==> config.mk <==
export PLATFORM = sky130hd
export DESIGN_NAME = stair_scheduler
export DESIGN_NICKNAME = d
export VERILOG_FILES = /design/src/rtl/stair_pkg.sv /design/src/rtl/rect_painter.sv /design/src/rtl/stair_scheduler.sv
export SDC_FILE = /design/constraint.sdc
export NUM_CORES = 1
export LEC_CHECK = 0
export BUFFER_PORTS_ARGS = -buffer_cell sky130_fd_sc_hd__buf_2
export CELL_PAD_IN_SITES_DETAIL_PLACEMENT = 1
export CELL_PAD_IN_SITES_GLOBAL_PLACEMENT = 1
export CORE_MARGIN = 8
export CORE_UTILIZATION = 45
export CTS_CLUSTER_DIAMETER = 80
export DETAILED_ROUTE_END_ITERATION = 16
export GPL_ROUTABILITY_DRIVEN = 0
export PLACE_DENSITY = 0.73
export SLEW_MARGIN = 20
export SYNTH_ARGS = -nofsm -noshare
export SYNTH_HDL_FRONTEND = slang
export SYNTH_SLANG_ARGS = --single-unit
==> constraint.sdc <==
create_clock -name clock -period 3.9 [get_ports clock]
set_input_delay 0.195 -clock clock [delete_from_list [all_inputs] [get_ports clock]]
set_output_delay 0.195 -clock clock [all_outputs]
set_load 0.01 [all_outputs]
==> src/rtl/stair_pkg.sv <==
// Shared widths, state encoding and default erase colour for the stair scheduler.
package stair_pkg;
    localparam int X_W   = 8;
    localparam int Y_W   = 7;
    localparam int COL_W = 3;

    localparam logic [COL_W-1:0] ERASE_COLOUR_DEFAULT = 3'b111;

    typedef enum logic [2:0] {
        IDLE,
        WAIT_TICK,
        SELECT,
        ERASE,
        MOVE,
        DRAW,
        NEXT
    } state_e;
endpackage

==> src/rtl/rect_painter.sv <==
// Walks a W x H rectangle in x-major raster order, one pixel per cycle after start.
module rect_painter
    import stair_pkg::*;
#(
    parameter int W = 40,
    parameter int H = 10
) (
    input  logic             clock,
    input  logic             reset_n,
    input  logic             start_i,
    input  logic [X_W-1:0]   base_x_i,
    input  logic [Y_W-1:0]   base_y_i,
    input  logic [COL_W-1:0] colour_i,
    output logic [X_W-1:0]   x_o,
    output logic [Y_W-1:0]   y_o,
    output logic [COL_W-1:0] colour_o,
    output logic             plot_o,
    output logic             done_o
);
    localparam logic [X_W-1:0] COL_LAST = X_W'(W - 1);
    localparam logic [Y_W-1:0] ROW_LAST = Y_W'(H - 1);

    logic             busy_q, busy_d;
    logic [X_W-1:0]   col_q, col_d, bx_q, bx_d;
    logic [Y_W-1:0]   row_q, row_d, by_q, by_d;
    logic [COL_W-1:0] colour_q, colour_d;
    logic             last_pix;

    assign last_pix = (col_q == COL_LAST) && (row_q == ROW_LAST);

    // Counters are left at the last pixel when idle so the outputs hold.
    always_comb begin
        busy_d   = busy_q;
        col_d    = col_q;
        row_d    = row_q;
        bx_d     = bx_q;
        by_d     = by_q;
        colour_d = colour_q;
        if (start_i) begin
            busy_d   = 1'b1;
            col_d    = '0;
            row_d    = '0;
            bx_d     = base_x_i;
            by_d     = base_y_i;
            colour_d = colour_i;
        end else if (busy_q) begin
            if (last_pix) begin
                busy_d = 1'b0;
            end else if (col_q == COL_LAST) begin
                col_d = '0;
                row_d = row_q + 1'b1;
            end else begin
                col_d = col_q + 1'b1;
            end
        end
    end

    always_ff @(posedge clock) begin
        if (!reset_n) begin
            busy_q   <= 1'b0;
            col_q    <= '0;
            row_q    <= '0;
            bx_q     <= '0;
            by_q     <= '0;
            colour_q <= '0;
        end else begin
            busy_q   <= busy_d;
            col_q    <= col_d;
            row_q    <= row_d;
            bx_q     <= bx_d;
            by_q     <= by_d;
            colour_q <= colour_d;
        end
    end

    assign x_o      = bx_q + col_q;
    assign y_o      = by_q + row_q;
    assign colour_o = colour_q;
    assign plot_o   = busy_q;
    assign done_o   = busy_q && last_pix;
endmodule

==> src/rtl/stair_scheduler.sv <==
// Per frame tick, erases, raises by one row and redraws every active stair through one painter.
module stair_scheduler
    import stair_pkg::*;
#(
    parameter int               NUM_STAIRS   = 4,
    parameter int               STAIR_W      = 40,
    parameter int               STAIR_H      = 10,
    parameter int               FRAME_TICKS  = 833333,
    parameter int               SPAWN_Y      = 110,
    parameter logic [COL_W-1:0] ERASE_COLOUR = ERASE_COLOUR_DEFAULT
) (
    input  logic                  clock,
    input  logic                  reset_n,
    input  logic                  go,
    input  logic                  spawn_valid,
    input  logic [X_W-1:0]        spawn_x,
    input  logic [COL_W-1:0]      spawn_colour,
    output logic                  spawn_ready,
    output logic [X_W-1:0]        out_x,
    output logic [Y_W-1:0]        out_y,
    output logic [COL_W-1:0]      out_colour,
    output logic                  plot,
    output logic [NUM_STAIRS-1:0] active_mask,
    output logic                  frame_done
);
    localparam int IDX_W = $clog2(NUM_STAIRS);
    localparam int CNT_W = (FRAME_TICKS > 1) ? $clog2(FRAME_TICKS) : 1;
    localparam logic [CNT_W-1:0] CNT_RELOAD = CNT_W'(FRAME_TICKS - 1);
    localparam logic [IDX_W-1:0] IDX_LAST   = IDX_W'(NUM_STAIRS - 1);

    state_e             state_q, state_d;
    logic [IDX_W-1:0]   idx_q, idx_d, free_idx;
    logic [CNT_W-1:0]   cnt_q, cnt_d;
    logic               pending_q, pending_d;
    logic               tick, spawn_fire, move_en;
    logic               paint_start, paint_done;
    logic [Y_W-1:0]     paint_base_y;
    logic [COL_W-1:0]   paint_colour;

    logic [X_W-1:0]     slot_x [NUM_STAIRS];
    logic [Y_W-1:0]     slot_y [NUM_STAIRS];
    logic [COL_W-1:0]   slot_c [NUM_STAIRS];
    logic [NUM_STAIRS-1:0] slot_fresh;
    logic [X_W-1:0]     cur_x;
    logic [Y_W-1:0]     cur_y;
    logic [COL_W-1:0]   cur_c;

    assign cur_x = slot_x[idx_q];
    assign cur_y = slot_y[idx_q];
    assign cur_c = slot_c[idx_q];

    assign tick        = (state_q != IDLE) && (cnt_q == '0);
    assign spawn_ready = (state_q == WAIT_TICK) && !(&active_mask);
    assign spawn_fire  = spawn_valid && spawn_ready;

    always_comb begin
        free_idx = '0;
        for (int i = NUM_STAIRS - 1; i >= 0; i--) begin
            if (!active_mask[i]) free_idx = IDX_W'(i);
        end
    end

    always_comb begin
        cnt_d = cnt_q;
        if (state_q != IDLE) cnt_d = tick ? CNT_RELOAD : cnt_q - 1'b1;
    end

    always_comb begin
        state_d      = state_q;
        idx_d        = idx_q;
        pending_d    = pending_q;
        paint_start  = 1'b0;
        paint_base_y = cur_y;
        paint_colour = cur_c;
        move_en      = 1'b0;
        frame_done   = 1'b0;
        // A tick that arrives while a frame is still being serviced is remembered once.
        if (tick && state_q != WAIT_TICK) pending_d = 1'b1;
        case (state_q)
            IDLE: if (go) state_d = WAIT_TICK;
            WAIT_TICK: begin
                if (tick || pending_q) begin
                    state_d   = SELECT;
                    idx_d     = '0;
                    pending_d = 1'b0;
                end
            end
            SELECT: begin
                if (!active_mask[idx_q]) begin
                    state_d = NEXT;
                end else if (slot_fresh[idx_q]) begin
                    state_d = MOVE;
                end else begin
                    state_d      = ERASE;
                    paint_start  = 1'b1;
                    paint_colour = ERASE_COLOUR;
                end
            end
            ERASE: if (paint_done) state_d = MOVE;
            MOVE: begin
                move_en = 1'b1;
                if (cur_y == '0) begin
                    state_d = NEXT;
                end else begin
                    state_d      = DRAW;
                    paint_start  = 1'b1;
                    paint_base_y = cur_y - 1'b1;
                end
            end
            DRAW: if (paint_done) state_d = NEXT;
            NEXT: begin
                if (idx_q == IDX_LAST) begin
                    frame_done = 1'b1;
                    state_d    = WAIT_TICK;
                end else begin
                    idx_d   = idx_q + 1'b1;
                    state_d = SELECT;
                end
            end
            default: state_d = IDLE;
        endcase
    end

    always_ff @(posedge clock) begin
        if (!reset_n) begin
            state_q   <= IDLE;
            idx_q     <= '0;
            cnt_q     <= CNT_RELOAD;
            pending_q <= 1'b0;
        end else begin
            state_q   <= state_d;
            idx_q     <= idx_d;
            cnt_q     <= cnt_d;
            pending_q <= pending_d;
        end
    end

    genvar gi;
    generate
        for (gi = 0; gi < NUM_STAIRS; gi++) begin : g_slot
            logic             act_q, fresh_q;
            logic [X_W-1:0]   x_q;
            logic [Y_W-1:0]   y_q;
            logic [COL_W-1:0] c_q;
            logic             load, service;

            assign load    = spawn_fire && (free_idx == IDX_W'(gi));
            assign service = move_en && (idx_q == IDX_W'(gi));

            always_ff @(posedge clock) begin
                if (!reset_n) begin
                    act_q   <= 1'b0;
                    fresh_q <= 1'b0;
                    x_q     <= '0;
                    y_q     <= '0;
                    c_q     <= '0;
                end else if (load) begin
                    act_q   <= 1'b1;
                    fresh_q <= 1'b1;
                    x_q     <= spawn_x;
                    y_q     <= Y_W'(SPAWN_Y);
                    c_q     <= spawn_colour;
                end else if (service) begin
                    if (y_q == '0) begin
                        act_q <= 1'b0;
                    end else begin
                        y_q     <= y_q - 1'b1;
                        fresh_q <= 1'b0;
                    end
                end
            end

            assign active_mask[gi] = act_q;
            assign slot_fresh[gi]  = fresh_q;
            assign slot_x[gi]      = x_q;
            assign slot_y[gi]      = y_q;
            assign slot_c[gi]      = c_q;
        end
    endgenerate

    rect_painter #(
        .W(STAIR_W),
        .H(STAIR_H)
    ) u_painter (
        .clock    (clock),
        .reset_n  (reset_n),
        .start_i  (paint_start),
        .base_x_i (cur_x),
        .base_y_i (paint_base_y),
        .colour_i (paint_colour),
        .x_o      (out_x),
        .y_o      (out_y),
        .colour_o (out_colour),
        .plot_o   (plot),
        .done_o   (paint_done)
    );
endmodule

==> impl_metrics.json <==
{
  "crit_path_max_fanout": 22,
  "final_common_cell": "dfxtp_1",
  "antenna_found_initial": 0,
  "overflow": 0,
  "ant_nets": 0,
  "grt_pass1_wl_um": 31500,
  "drv_slew": 0,
  "fin_crit_sh_pct": 85.1,
  "worst_ep_arrival_time_ps": 3610,
  "critPathKind": "flop to flop",
  "max_cap_violations": 0,
  "syn_to_final_growth_pct": 12.7,
  "place_hpwl_um": 13600,
  "grt_max_degree": 73,
  "wire_per_inst_um": 18.8,
  "fillers": 1838,
  "rows": 46,
  "drt_iter0_drc": 289,
  "clk_pin_slew_worst_paths_ps": 70,
  "max_freq_mhz": 301,
  "synth_seq_cells": 140,
  "yosysSeqAreaShare_pct": 39.2,
  "setup-violations-final": 0,
  "drive_above_1_share_pct": 14.1,
  "avgViaCountPerCell": 5.53,
  "antennaDiodeCount": 0,
  "cts_resized": 0,
  "io_buffers": 39,
  "drc_errors": 0,
  "regArea_um2": 2800,
  "multiInputGateArea_um2": 4060,
  "timing.slew.headroom_pct": 30.5,
  "cts_tree": "done",
  "outcome": "completed",
  "irDropWorstVdd_mv": 0.349,
  "ys.flop_type": "dfxtp_1",
  "htreeDepth": 4,
  "io_pins": 40,
  "cts_setup_buffers": 0,
  "yosys_warnings": 0,
  "grtUsageTotal_pct": 19.9,
  "dieHeight_um": 142,
  "power_leakage_nw": 3.17,
  "grt_pass1_vias": 6021,
  "avgSynthCellArea_um2": 9.17,
  "hold_buffers": 0,
  "cts_sinks": 140,
  "die_w_um": 142,
  "hold_viol": 0,
  "synth_area_um2": 7150,
  "final_nets": 846,
  "rsz0062_at_grt": "no",
  "min-delay-path-class": "primary input to flop",
  "crit_required_ps": 4190,
  "start_util_pct": 45.5,
  "synth_nets": 825,
  "vias": 5697,
  "finalPower_mw": 4.22,
  "cts_buffers": 17,
  "drt_wl_total_um": 19400,
  "cts-root-buf": "clkbuf_16",
  "p_per_area_nw_per_um2": 524,
  "period_minus_slack_ps": 3320,
  "mostFrequentLayoutCells": "dfxtp_1 (140), nand2_1 (126), a21boi_0 (59), nor2_1 (49), buf_2 (39)",
  "cts_buffer_depth": 2,
  "endpoint_kind": "flop",
  "start_kind": "flop",
  "clkLatencyLatePin_ps": 420,
  "r2r_slack_ps": 580,
  "synth_cell_types": 58,
  "die-area_um2": 20200,
  "fin_skew_ps": 8.07,
  "drt_pass1_iterations": 4,
  "synth_edf_count": 0,
  "core_um2": 15700,
  "async_reset_ff_share_pct": 0,
  "syn_inst": 780,
  "worstMarginPinSlew_ps": 1030,
  "finalSetupTns_ps": 0
}
## cell families after synthesis
group | Yosys count | synth area share, %
XOR/XNOR | 66 | 8.08
AO/OA/AOI/OAI | 133 | 13.6
AND/OR/NAND/NOR | 307 | 21.0
adder cells (fa/ha/maj) | 30 | 5.46
flip-flops | 140 | 39.2
multiplexers | 37 | 8.52
buffers and inverters | 67 | 4.18
## power by group
| part | switching [mW] | internal, mW | total (mW) | leakage (nW) |
|---|---|---|---|---|
| clock network | 0.652 | 1.01 | 1.66 | 0.288 |
| registers | 0.150 | 1.54 | 1.69 | 1.13 |
| logic | 0.514 | 0.358 | 0.871 | 1.75 |
| total | 1.32 | 2.91 | 4.22 | 3.17 |
## per-stage QoR
| stage | worst slack [ps] | util (%) | area, µm² | hold slack [ps] | cells |
|---|---|---|---|---|---|
| after global placement | 790 | 47.5 | 7460 | 448 | 998 |
| after CTS | 559 | 51.3 | 8060 | 40.6 | 1030 |
| after global routing | 386 | 51.3 | 8060 | 53.1 | 1030 |
| after detailed placement | 634 | 47.5 | 7460 | 452 | 998 |
| after floorplan | 1010 | - | 7150 | 340 | 780 |
| final | 580 | 51.3 | 8060 | 52.4 | 1030 |
## synthesized netlist by cell type (19+ instances only)
| cell type | count | share of area, % |
|---|---|---|
| nor2b_1 | 23 | 2.0 |
| mux4_2 | 19 | 6.0 |
| clkbuf_1 | 29 | 1.5 |
| dfxtp_1 | 140 | 39 |
| nor2_1 | 50 | 2.6 |
| xor2_1 | 29 | 3.6 |
| inv_1 | 23 | 1.2 |
| ha_1 | 28 | 4.9 |
| nand3_1 | 19 | 1.3 |
| xnor2_1 | 37 | 4.5 |
| nand2_1 | 126 | 6.6 |
| a21boi_0 | 59 | 6.2 |
## area by class of cell
cell class | instances | share of cell area, %
timing repair buffer | 46 | 3.07
sequential | 140 | 34.8
inverter | 23 | 1.07
tap | 216 | 3.35
clock buffer | 19 | 5.37
multi-input combinational | 573 | 50.3
clock inverter | 13 | 2.08
## flip-flops by register name (all words and copies together) (netlist names)
signal,cells
g_slot.x_q,32
g_slot.y_q,28
cnt_q,20
g_slot.c_q,12
u_painter.bx_q,8
u_painter.col_q,8
u_painter.by_q,7
u_painter.row_q,7
g_slot.act_q,4
g_slot.fresh_q,4
state_q,3
u_painter.colour_o,3
idx_q,2
pending_q,1
u_painter.plot_o,1
## worst paths after layout
path	from	endpoint	cells after the start
worst max-delay path	idx_q[0]	state_q[0]	6
worst min-delay path	spawn_x[4]	g_slot[3].x_q[4]	3
worst max register to register	idx_q[0]	state_q[0]	6
worst min register to register	u_painter.bx_q[0]	u_painter.bx_q[0]	2
## worst max-delay path: stages, from the launching register on
cell and delay, ps:
dfxtp_1 430, buf_4 290, mux4_2 590, or4b_4 560, o21ai_4 240, nand2_1 480
o41a_1 580
## routing by layer
metal / track usage (%) / wire length, µm / up-vias
met5: 0 / 0 / -
met4: 5.94 / 218 / 0
met3: 4.36 / 570 / 22
met2: 34.7 / 9810 / 80
met1: 23.9 / 8780 / 2852
li1: - / - / 2743
Note: power is estimated with default switching activity, not from simulation.
